--- config.mk ---
export PLATFORM = sky130hd
export DESIGN_NAME = mem_ctrl
export DESIGN_NICKNAME = d
export VERILOG_FILES = /design/src/rtl/mem_ctrl_pkg.sv /design/src/rtl/mem_ctrl.sv
export SDC_FILE = /design/constraint.sdc
export NUM_CORES = 1
export LEC_CHECK = 0
export ABC_AREA = 1
export BUFFER_PORTS_ARGS = -buffer_cell sky130_fd_sc_hd__buf_2
export CORE_MARGIN = 1.5
export CORE_UTILIZATION = 55
export CTS_CLUSTER_SIZE = 8
export DETAILED_ROUTE_END_ITERATION = 8
export PLACE_DENSITY = 0.93
export SLEW_MARGIN = 20
export SYNTH_ARGS = -nofsm -noshare
export SYNTH_HDL_FRONTEND = slang
export SYNTH_SLANG_ARGS = --single-unit
--- constraint.sdc ---
create_clock -name clk -period 13.45 [get_ports clk]
set_input_delay 2.0175 -clock clk [delete_from_list [all_inputs] [get_ports clk]]
set_output_delay 2.0175 -clock clk [all_outputs]
set_load 0.03 [all_outputs]
--- src/rtl/mem_ctrl_pkg.sv ---
// Shared types, constants and helpers for the byte-serial memory controller.
package mem_ctrl_pkg;

  typedef enum logic [1:0] {
    ST_IDLE    = 2'd0,
    ST_INST_RD = 2'd1,
    ST_DATA_RD = 2'd2,
    ST_DATA_WR = 2'd3
  } mc_state_e;

  typedef enum logic {
    GRANT_INST = 1'b0,
    GRANT_DATA = 1'b1
  } grant_e;

  localparam logic [1:0] SIZE_BYTE = 2'b00;
  localparam logic [1:0] SIZE_HALF = 2'b01;
  localparam logic [1:0] SIZE_WORD = 2'b10;

  localparam logic [1:0] MC_IO_HI      = 2'b11;
  localparam int         MC_INST_BYTES = 4;

  // Size code 2'b11 is not a legal request; it is treated as a word.
  function automatic logic [2:0] size_bytes(input logic [1:0] size);
    case (size)
      SIZE_BYTE: return 3'd1;
      SIZE_HALF: return 3'd2;
      SIZE_WORD: return 3'd4;
      default:   return 3'd4;
    endcase
  endfunction

  function automatic logic [31:0] extend_load(input logic [31:0] raw,
                                              input logic [1:0]  size,
                                              input logic        zext);
    case (size)
      SIZE_BYTE: return zext ? {24'b0, raw[7:0]}  : {{24{raw[7]}}, raw[7:0]};
      SIZE_HALF: return zext ? {16'b0, raw[15:0]} : {{16{raw[15]}}, raw[15:0]};
      default:   return raw;
    endcase
  endfunction

endpackage

--- src/rtl/mem_ctrl.sv ---
// Arbitrates the 8-bit memory bus between instruction fetch and the load/store
// buffer, serialising each request into byte transfers.
//
// state      | meaning
// -----------+----------------------------------------------------------
// ST_IDLE    | bus idle, round-robin arbitration between fetch and LSB
// ST_INST_RD | fetching INST_BYTES bytes, assembling the instruction
// ST_DATA_RD | load of 1/2/4 bytes, extended on completion
// ST_DATA_WR | store of 1/2/4 bytes, stalls on a full UART buffer
module mem_ctrl
  import mem_ctrl_pkg::*;
#(
  parameter logic [1:0] IO_HI      = MC_IO_HI,
  parameter int         INST_BYTES = MC_INST_BYTES
) (
  input  logic        clk,
  input  logic        rst,
  input  logic        rdy,
  input  logic        clear,
  input  logic        inst_valid,
  input  logic [31:0] inst_addr,
  output logic        inst_ready,
  output logic [31:0] inst_res,
  input  logic        data_valid,
  input  logic        data_wr,
  input  logic [2:0]  data_type,
  input  logic [31:0] data_addr,
  input  logic [31:0] data_value,
  output logic        data_ready,
  output logic [31:0] data_res,
  input  logic [7:0]  mem_din,
  output logic [7:0]  mem_dout,
  output logic [31:0] mem_a,
  output logic        mem_wr,
  input  logic        io_buffer_full
);

  localparam logic [2:0] INST_N = 3'(INST_BYTES);

  mc_state_e   state, state_next;
  grant_e      last_grant;
  logic [2:0]  cnt;
  logic [31:0] req_addr;
  logic [31:0] req_wdata;
  logic [1:0]  req_size;
  logic        req_zext;
  logic [31:0] rbuf;

  logic [2:0]  n_bytes;
  logic [2:0]  byte_idx;
  logic        inst_req, data_req;
  logic        grant_inst, grant_data;
  logic        rd_done, wr_done, abort, wr_stall;
  logic [31:0] rd_word, load_word;

  assign n_bytes  = (state == ST_INST_RD) ? INST_N : size_bytes(req_size);
  assign byte_idx = cnt - 3'd1;
  // A requester keeps valid high during its ready cycle; that must not re-grant it.
  assign inst_req = inst_valid && !inst_ready && !clear;
  assign data_req = data_valid && !data_ready && !clear;
  assign wr_stall = (req_addr[17:16] == IO_HI) && io_buffer_full;

  // Byte assembly: stored bytes plus the byte currently on mem_din, then extension.
  always_comb begin
    rd_word   = rbuf | (32'(mem_din) << {byte_idx[1:0], 3'b000});
    load_word = extend_load(rd_word, req_size, req_zext);
  end

  always_ff @(posedge clk or posedge rst) begin
    if (rst)      state <= ST_IDLE;
    else if (rdy) state <= state_next;
  end

  always_comb begin
    state_next = state;
    grant_inst = 1'b0;
    grant_data = 1'b0;
    rd_done    = 1'b0;
    wr_done    = 1'b0;
    abort      = 1'b0;
    mem_a      = '0;
    mem_dout   = '0;
    mem_wr     = 1'b0;
    case (state)
      ST_IDLE: begin
        if (inst_req && (!data_req || last_grant == GRANT_DATA)) begin
          grant_inst = 1'b1;
          state_next = ST_INST_RD;
        end else if (data_req) begin
          grant_data = 1'b1;
          state_next = data_wr ? ST_DATA_WR : ST_DATA_RD;
        end
      end
      ST_INST_RD, ST_DATA_RD: begin
        if (cnt < n_bytes) mem_a = req_addr + 32'(cnt);
        if (clear) begin
          abort      = 1'b1;
          state_next = ST_IDLE;
        end else if (cnt == n_bytes) begin
          rd_done    = 1'b1;
          state_next = ST_IDLE;
        end
      end
      ST_DATA_WR: begin
        // Stores are already committed, so clear has no effect here.
        mem_a    = req_addr + 32'(cnt);
        mem_dout = 8'(req_wdata >> {cnt[1:0], 3'b000});
        mem_wr   = rdy && !wr_stall;
        if (!wr_stall && cnt == n_bytes - 3'd1) begin
          wr_done    = 1'b1;
          state_next = ST_IDLE;
        end
      end
      default: state_next = ST_IDLE;
    endcase
  end

  always_ff @(posedge clk or posedge rst) begin
    if (rst) begin
      last_grant <= GRANT_DATA;
      cnt        <= '0;
      req_addr   <= '0;
      req_wdata  <= '0;
      req_size   <= '0;
      req_zext   <= 1'b0;
      rbuf       <= '0;
      inst_ready <= 1'b0;
      inst_res   <= '0;
      data_ready <= 1'b0;
      data_res   <= '0;
    end else if (rdy) begin
      inst_ready <= 1'b0;
      data_ready <= 1'b0;
      if (grant_inst || grant_data) begin
        cnt        <= '0;
        rbuf       <= '0;
        req_addr   <= grant_inst ? inst_addr : data_addr;
        req_wdata  <= data_value;
        req_size   <= data_type[1:0];
        req_zext   <= data_type[2];
        last_grant <= grant_inst ? GRANT_INST : GRANT_DATA;
      end else if (abort) begin
        cnt  <= '0;
        rbuf <= '0;
      end else if (rd_done) begin
        cnt <= '0;
        if (state == ST_INST_RD) begin
          inst_ready <= 1'b1;
          inst_res   <= rd_word;
        end else begin
          data_ready <= 1'b1;
          data_res   <= load_word;
        end
      end else if (state == ST_INST_RD || state == ST_DATA_RD) begin
        if (cnt != 3'd0) rbuf <= rd_word;
        cnt <= cnt + 3'd1;
      end else if (wr_done) begin
        cnt        <= '0;
        data_ready <= 1'b1;
      end else if (state == ST_DATA_WR && !wr_stall) begin
        cnt <= cnt + 3'd1;
      end
    end
  end

endmodule

==> impl_results.md <==
- Crit-path cells: inv_2 -> ha_1 -> o211ai_1 -> nand2_1 -> nand2_1 -> inv_1 -> o21ai_0 -> nor2_1 -> buf_2
- Area delta synth->final: 18.3%
- Worst path slowest cell: dfrtp_1
- TritonCTS clock tree: done
- Syn avg cell area: 7.73 um2
- PwrDens: ~250 nW/um2
- Crit. End Element: output pin
- GRT Util Overall: between 20 and 30%
- DRT iter0 DRCs: approximately 910
- Via count: ~9000
- Number of global-route vias before repair: 8618
- Drt pass-1 iters: 7
- Largest net degree at the start of global routing: ~110
- Max-Slew Margin vs Limit: 29.1%
- Postcts setup bufs: 0
- Max FO, Critical Path: 29
- Antenna violations before repair: 4
- Post-DRT Antenna Nets: 0
- Synth async-reset ratio: between 90% and 100%
- Die H: 133 um
- Prevailing post-synth register cell: dfrtp_1
- Drt wl/cell: 16.1 um
- Hold path endpoint: req_wdata[28]$_DFFE_PP0P_
- Starting Density: 56.4%
- I/O Buffers: around 220
- Clk root buf: clkbuf_16
- Clk pin slew, worst setup/hold paths: roughly 70 ps
- Core ar.: 16600 um2
- Placed instance count: 1600
- Num ports: ~220
- Post-Syn Nets: between 1000 and 1500
- RSZ-0062 raised after global routing: false
- Worst R2R Setup Slack: 9880 ps
- Synthesized area: approximately 9300 um2
- R2R cell count: 8
- Final setup fails: 0
- Kind of critical path: reg2out
- Final worst-path cycle share: around two fifths
- Mapped Cells: 1210
- Max Slew Vio Count: 0
- Die area: roughly 18000 um2
- Setup_tns: 0 ps
- Share of the synthesized area in the top cell type: between 40 and 50%
- Worst slew pin tran: 1060 ps
- Drt drc: 0
- Hold depth: 2
- FF-to-FF End: data_res[22]$_DFFE_PP0P_
- Placed wire-length estimate: about 19000 um
- Drt via density: about 5.5
- CTS sink count: 171
- Status: completed
- Clock Skew: about 12 ps
- Synthesized flop and latch total: ~170
- Synthesis Warnings: 0
- Min Tclk post-route: 5640 ps
- Final wirelength: ~26000 um
- Hold_buf cts: 0
- Worst path required time: 11430 ps
- CP Data Arrival Time: between 3000 and 4000 ps
- GP Congestion: around 0.94
- Finished Layout Cells: ~1600
- Min-delay src: req_wdata[28]$_DFFE_PP0P_
- HP Class: reg2reg
- Post-synth EDFFs: 0
- Max cap viols: 0
- Critical Path Start Type: flip-flop
- Area leader, netlist: dfrtp_1
- R2r startpoint: cnt[0]$_DFFE_PP0P_
- Fin. Hold Viols: 0
- Placement row count: 47
- Total gr overflow: 0
- Seq/Total Area, Yosys: between 40% and 50%
- Unique masters post-synth: 39
- Clock Path Buffers: 2
- First-pass GRT wire length: between 40000 and 50000 um
- Max Freq: 177 MHz
- CP dominant cell by count: nand2_1
- Die width: between 100 and 150 um
- Worst-Skew Late Latency: about 440 ps
- VDD IR max: between 150 and 200 uV
- Num CTS Buffers: 17
- Share of cells above drive strength 1: around a quarter
- Synth top area cells: dfrtp_1, nand2_1, inv_1, o21ai_0, o21ai_2
- H-tree levels: 4
- Crit-path max cell delay: approximately 940 ps
- Cts repair resizes: 0
- Lkg Pwr: 5.56 nW
- Final net count: approximately 1500
==> registers in the layout, indices dropped and copies added, names as in the netlist, 2 cells and up <==
name	cells
req_addr	32
data_res	32
inst_res	32
req_size	2
req_wdata	32
state	2
cnt	3
rbuf	32
==> cell usage in the layout, fill, tap and decap left out, types with 17 or more instances in the layout <==
cell | Yosys | layout
o21ai_0 | 105 | 105
nor3_1 | 20 | 20
clkbuf_16 | 0 | 17
nor2_1 | 105 | 105
nand3_1 | 24 | 24
dfrtp_1 | 170 | 170
buf_2 | 25 | 221
inv_1 | 140 | 139
nand2_1 | 325 | 325
o21ai_2 | 52 | 52
a21oi_1 | 59 | 59
o22ai_1 | 22 | 22
o21ai_1 | 55 | 55
==> report_power, final <==
| group | switching (W) | total (W) | leakage, nW | internal (W) |
|---|---|---|---|---|
| Combinational | 0.000953 | 0.00134 | 3.02 | 0.000391 |
| Clock | 0.000217 | 0.000514 | 0.299 | 0.000297 |
| Sequential | 0.000169 | 0.000901 | 2.24 | 0.000732 |
| Total | 0.00134 | 0.00276 | 5.56 | 0.00142 |
==> area by class of cell <==
class / count / area, um2
antenna: 4 / 10.0
clock buffer: 18 / 429
clock inverter: 14 / 185
fill: 1355 / 5530
inverter: 147 / 557
multi-input combinational: 837 / 4160
sequential: 171 / 4280
tap: 220 / 275
timing repair buffer: 226 / 1160
==> Yosys cell counts (2+ instances only) <==
library cell	count
nand2_4	3
o21ai_2	52
o21ai_1	55
o21ai_0	105
inv_1	140
clkinv_1	3
a21oi_1	59
nand3_2	3
nand2_1	325
nand4_1	14
nor2_4	2
inv_2	4
ha_1	12
o22ai_1	22
nor2_1	105
nor3_1	20
buf_2	25
dfrtp_1	170
o21bai_1	16
buf_4	2
nand3_1	24
nor2_2	3
clkbuf_1	11
buf_6	16
nand2_2	4
a31oi_1	2
==> how the worst max path moves through the flow <==
stage | start | to | slack [ps] | depth (start not counted)
after floorplan | rst | cnt[0]$_DFFE_PP0P_ | 6800 | 1
after global placement | cnt[0]$_DFFE_PP0P_ | mem_a[21] | 8500 | 9
after detailed placement | cnt[0]$_DFFE_PP0P_ | mem_a[21] | 8380 | 9
after CTS | cnt[0]$_DFFE_PP0P_ | mem_a[21] | 7920 | 9
after global routing | cnt[0]$_DFFE_PP0P_ | mem_a[4] | 7490 | 9
final | cnt[0]$_DFFE_PP0P_ | mem_a[21] | 7810 | 9
==> metrics by stage <==
stage / setup slack, ps / util, % / hold slack, ps / area, um2 / power (W)
2_1_floorplan: 6800 / - / 437 / 9350 / 0.00188
3_3_place_gp: 8500 / 62.7 / 450 / 10400 / 0.00218
3_5_place_dp: 8380 / 62.7 / 460 / 10400 / 0.00222
4_1_cts: 7920 / 66.4 / 476 / 11000 / 0.00275
5_1_grt: 7490 / 66.7 / 494 / 11100 / 0.00294
6_report: 7810 / 66.7 / 475 / 11100 / 0.00276
==> metal layers <==
metal / global-route usage (%) / share of wire, % / vias to the layer above
li1: - / - / 4302
met1: 38.2 / 40 / 4212
met2: 50.5 / 49 / 475
met3: 5.75 / 8.3 / 59
met4: 11.1 / 2.6 / 0
met5: 0 / 0 / -
==> critical path: cells and delay by family, from the launching register on <==
kind                       cells  cell delay [ps]
AOI/OAI and AO/OA              2              350
adders and majority gates      1              320
buffers and inverters          3              990
DFF                            1              940
and+or+nand+nor                3              580
==> cells by family after synthesis <==
logic type / after synthesis / synth area share [%]
AO/OA/AOI/OAI: 313 / 19.6
XOR/XNOR: 2 / 0.187
AND/OR/NAND/NOR: 509 / 22.7
buffers and inverters: 202 / 9.82
flip-flops: 171 / 45.8
adder cells (fa/ha/maj): 13 / 1.82
Power figures use the tool's default switching activity.
